### src/rtl/fir_result_capture.sv
// fir_result_capture: frame-based capture of FIR results into a FWFT FIFO,
// drained over a valid/ready stream with the final sample of each frame tagged.
module fir_result_capture #(
    parameter int DATA_W = 32,
    parameter int ADDR_W = 4,
    parameter int CNT_W  = 16
) (
    input  logic              ap_clk,
    input  logic              ap_rst_n,
    input  logic              start,
    input  logic              abort,
    input  logic [CNT_W-1:0]  frame_len,
    input  logic [DATA_W-1:0] fir_out,
    input  logic              fir_valid,
    output logic [DATA_W-1:0] m_data,
    output logic              m_last,
    output logic              m_valid,
    input  logic              m_ready,
    output logic              busy,
    output logic              done,
    output logic              overflow,
    input  logic              clr_ovf,
    output logic [ADDR_W:0]   level
);
    localparam int DEPTH = 2 ** ADDR_W;

    typedef enum logic [1:0] {IDLE, CAPTURE, DRAIN, DONE} state_t;

    state_t            state, state_nx;
    logic [DATA_W:0]   mem [DEPTH];
    logic [DATA_W:0]   head;
    logic [ADDR_W-1:0] wr_ptr, rd_ptr;
    logic [CNT_W-1:0]  count, len_q;
    logic              full, accept, push, drop, pop, last;

    assign full    = level == (ADDR_W + 1)'(DEPTH);
    assign accept  = state == IDLE && start && frame_len != '0 && !abort;
    assign push    = state == CAPTURE && fir_valid && !full && !abort;
    assign drop    = state == CAPTURE && fir_valid && full && !abort;
    assign pop     = m_valid && m_ready && !abort;
    assign last    = count == len_q - CNT_W'(1);
    assign head    = mem[rd_ptr];
    assign m_valid = level != '0;
    // Gate the head so the stream reads zero whenever the FIFO is empty.
    assign m_data  = m_valid ? head[DATA_W-1:0] : '0;
    assign m_last  = m_valid && head[DATA_W];
    assign busy    = state == CAPTURE || state == DRAIN;
    assign done    = state == DONE;

    always_comb begin
        state_nx = state;
        case (state)
            IDLE:    state_nx = accept ? CAPTURE : IDLE;
            CAPTURE: state_nx = (push && last) ? DRAIN : CAPTURE;
            DRAIN:   state_nx = (pop && m_last) ? DONE : DRAIN;
            default: state_nx = IDLE;
        endcase
        if (abort) state_nx = IDLE;
    end

    always_ff @(posedge ap_clk or negedge ap_rst_n) begin
        if (!ap_rst_n) begin
            state    <= IDLE;
            wr_ptr   <= '0;
            rd_ptr   <= '0;
            level    <= '0;
            count    <= '0;
            len_q    <= '0;
            overflow <= 1'b0;
        end else begin
            state <= state_nx;
            if (abort) begin
                wr_ptr <= '0;
                rd_ptr <= '0;
                level  <= '0;
                count  <= '0;
            end else begin
                if (push) wr_ptr <= wr_ptr + ADDR_W'(1);
                if (pop) rd_ptr <= rd_ptr + ADDR_W'(1);
                level <= level + (ADDR_W + 1)'(push) - (ADDR_W + 1)'(pop);
                if (accept) begin
                    len_q <= frame_len;
                    count <= '0;
                end else if (push) begin
                    count <= count + CNT_W'(1);
                end
            end
            if (drop) overflow <= 1'b1;
            else if (clr_ovf) overflow <= 1'b0;
        end
    end

    always_ff @(posedge ap_clk) begin
        if (push) mem[wr_ptr] <= {last, fir_out};
    end
endmodule

### config.mk
export PLATFORM = sky130hd
export DESIGN_NAME = fir_result_capture
export DESIGN_NICKNAME = d
export VERILOG_FILES = /design/src/rtl/fir_result_capture.sv
export SDC_FILE = /design/constraint.sdc
export NUM_CORES = 1
export LEC_CHECK = 0
export ABC_AREA = 0
export CAP_MARGIN = 20
export CORE_MARGIN = 5
export CORE_UTILIZATION = 50
export CTS_CLUSTER_DIAMETER = 30
export CTS_CLUSTER_SIZE = 30
export DETAILED_ROUTE_END_ITERATION = 6
export GPL_ROUTABILITY_DRIVEN = 0
export PLACE_DENSITY = 0.7
export SYNTH_ARGS = -nofsm -noshare
export SYNTH_HDL_FRONTEND = slang
export SYNTH_SLANG_ARGS = --single-unit
### constraint.sdc
create_clock -name ap_clk -period 6.8 [get_ports ap_clk]
set_input_delay 1.36 -clock ap_clk [delete_from_list [all_inputs] [get_ports ap_clk]]
set_output_delay 1.36 -clock ap_clk [all_outputs]
set_load 0.1 [all_outputs]
==> qor.yml <==
cells_and_area:
  area.growth.synth_to_final_pct: 23.9
  stdcell_area_sq_mm: 0.0286
  nets: 1354
  drive_above_1_share_pct: 30.4
  final_core_util_pct: 62.8
critical_path:
  crit_slowest_cell: "dfrtp_4"
  crit_top_cell: "mux4_2"
  critical_path_class: "register to output port"
  setup.worst_path.end_class: "output port"
  r2r_cells: 9
  slowest_delay_ns: 0.96
  startpoint_type: "register"
  cp_cell_sequence: "buf_4 -> mux4_2 -> mux4_2 -> and2_1 -> clkdlybuf4s50_1"
  crit_arrival_ns: 4.26
  path_buf_inv: 2
  cp_top_family: "buffers and inverters"
  reg2reg_to: "mem[8][18]"
  crit_required_ns: 5.44
  regToRegSetupSlack_ns: 3.19
  crit_fanout: 38
  r2r-start: "state[1]"
routing:
  via_per_inst: 5.88
  drc: 0
  wl_um: 51900
  drt-wirelength-per-cell_um: 26.4
  first_pass_iters: 5
  drt_iter0_drc: 949
  num_vias: 11600
  final_antenna_net_count: 0
global_routing:
  grt_util_met1_pct: 28.1
  track_usage_pct: 20.9
  grt_max_degree: 59
  antenna_found_initial: 3
  grt_first_pass_wirelength_um: 78300
  grt_busiest_layer: "met2"
  grtUsageMet2_pct: 34.9
  gr-total-overflow: 0
  grt_pass1_vias: 12300
  met3_usage_pct: 4.82
sta:
  hold_viol: 0
  hold-worst-slack_ns: 0.539
  fin_crit_sh_pct: 82.6
  finalSetupTns_ns: 0
  rsz0062_at_grt: "false"
  finClkSkew_ns: 0.0374
  drv_slew: 0
  setup_viol_count_final: 0
  fmax_ghz: 0.178
  tightest_slew_ns: 1.02
  min_period_ns: 5.62
  slew_headroom_pct: 31.8
worst_hold_path:
  hp-start: "overflow"
  holdPathStages: 2
  whs_endpoint: "overflow"
  hold_class: "register to register"
die:
  io_pins: 97
  start_util_pct: 50.7
  die-area_sq_mm: 0.0505
  die_w_um: 225
  row_count: 78
  core_area_sq_mm: 0.0455
  die_y_um: 225
logic_synthesis:
  synth_area_leaders: "edfxtp_1, mux4_2, dfrtp_1"
  synth_cell_types: 56
  postSynthAreaPerCell_sq_um: 21.0
  synthesis.nets: 1171
  ys_seq_area_share_pct: 74.0
  yosysWarningCount: 0
  synth.most_common_cell: "edfxtp_1"
  ys_async_sr_fraction_pct: 8.33
  synth_top_area_share_pct: 68.8
  syn_area_sq_mm: 0.0230
  syn_inst: 1098
  synth_common_cells: "edfxtp_1, mux4_2, and2_1, dfrtp_1, clkbuf_1"
  yosys.area.top_type: "edfxtp_1"
  synth_edf_count: 528
  ys_ff_latch: 576
  synth-main-ff-cell: "edfxtp_1"
clock_tree:
  cts.sinks: 576
  hold_buffers: 0
  clockRootBuffer: "clkbuf_16"
  cts.reportedPaths.clkPinSlew_ns: 0.05
  cts_tree: "yes"
  cts_buffers: 107
  ctsLongestPathBuffers: 3
  h-tree-depth: 3
  cts-resized-gates: 0
  cts_setup_buffers: 0
  clock_latency_ns: 0.64
pwr:
  powerDensity_mw_per_mm2: 418
  p_leak_uw: 0.00937
  power_uw: 11900
  vdd_drop_max_mv: 0.348
place:
  hpwl_um: 27300
  port_buffers: 96
  placed_area_sq_mm: 0.0249
run_status:
  status: "finished clean"
run:
  cap_violations: 0
[state kept, by name (all words and copies together), names as in the netlist]
register and cells:
len_q 16, level 5, mem 528, state 2, overflow 1, wr_ptr 4
count 16, rd_ptr 4
[layout by cell type, fill, tap and decap left out, types with 3 or more instances in the layout]
cell type and n:
clkinv_16 3, or4_1 3, nor4_1 5, nor2b_1 7, clkbuf_16 107, mux4_2 165, xor2_1 19, nand2_1 21
inv_1 16, edfxtp_1 528, a31oi_1 3, a21oi_1 7, clkinv_4 8, ha_1 17, buf_12 4, xnor2_1 17
bufinv_16 16, dfrtp_1 44, clkinv_2 23, or3_1 9, and2_1 33, clkinvlp_4 9, nor3_1 13, buf_4 26
nand3_1 13, and2_2 16, mux2_2 15, clkdlybuf4s50_1 95, o21ai_0 12, inv_6 7, nor2_1 30, clkinv_1 11
a21o_1 3, clkbuf_1 10, nand4_1 6
[logic make-up after synthesis]
kind of cell             count (synthesis)  synth area share [%]
adder cells (fa/ha/maj)                 18                  1.01
AO/OA/AOI/OAI                           44                  1.30
AND/OR/NAND/NOR                        174                  4.21
buffers and inverters                   68                  1.15
multiplexers                           182                  16.9
XOR/XNOR                                36                  1.37
flip-flops                             576                  74.0
[worst register-to-register path: cells and delay by family, from the launching register on]
family | cells | cell delay (ns)
simple gates | 5 | 1.79
buf+inv | 3 | 0.80
flops | 1 | 0.41
fa+ha+maj | 1 | 0.27
[report_power, final]
| part | leakage [uW] | total, uW | switching [uW] | internal (uW) |
|---|---|---|---|---|
| logic | 0.00217 | 2600 | 1620 | 981 |
| registers | 0.00541 | 4050 | 138 | 3920 |
| clock network | 0.00179 | 5290 | 1780 | 3510 |
[worst max path at each step]
| stage | start | slack, ns | endpoint | cells after the start |
|---|---|---|---|---|
| after global routing | rd_ptr[0] | 0.95 | m_data[3] | 5 |
| after CTS | rd_ptr[0] | 1.09 | m_data[11] | 5 |
| after detailed placement | rd_ptr[0] | 1.81 | m_data[3] | 5 |
| final | rd_ptr[0] | 1.18 | m_data[3] | 5 |
| after floorplan | level[2] | 1.95 | m_data[23] | 6 |
| after global placement | rd_ptr[0] | 1.80 | m_data[3] | 5 |
[cell type report]
cell class,count,area [sq um]
fill,3074,16900
tap,600,751
clock inverter,79,962
antenna,1,2.50
timing repair buffer,126,1230
multi-input combinational,454,5750
inverter,16,60.1
sequential,576,17100
clock buffer,118,2730
[stage by stage]
step / cells / setup WS [ns]
global route: 1970 / 0.949
floorplan: 1098 / 1.95
global placement: 1771 / 1.80
CTS: 1969 / 1.09
detailed placement: 1772 / 1.81
finish: 1970 / 1.18
[routing by layer]
metal,vias to the layer above,routed length [um]
li1,4929,-
met1,6070,20700
met2,505,26500
met3,87,3700
met4,2,1030
met5,-,13
(Power assumes the default switching activity.)
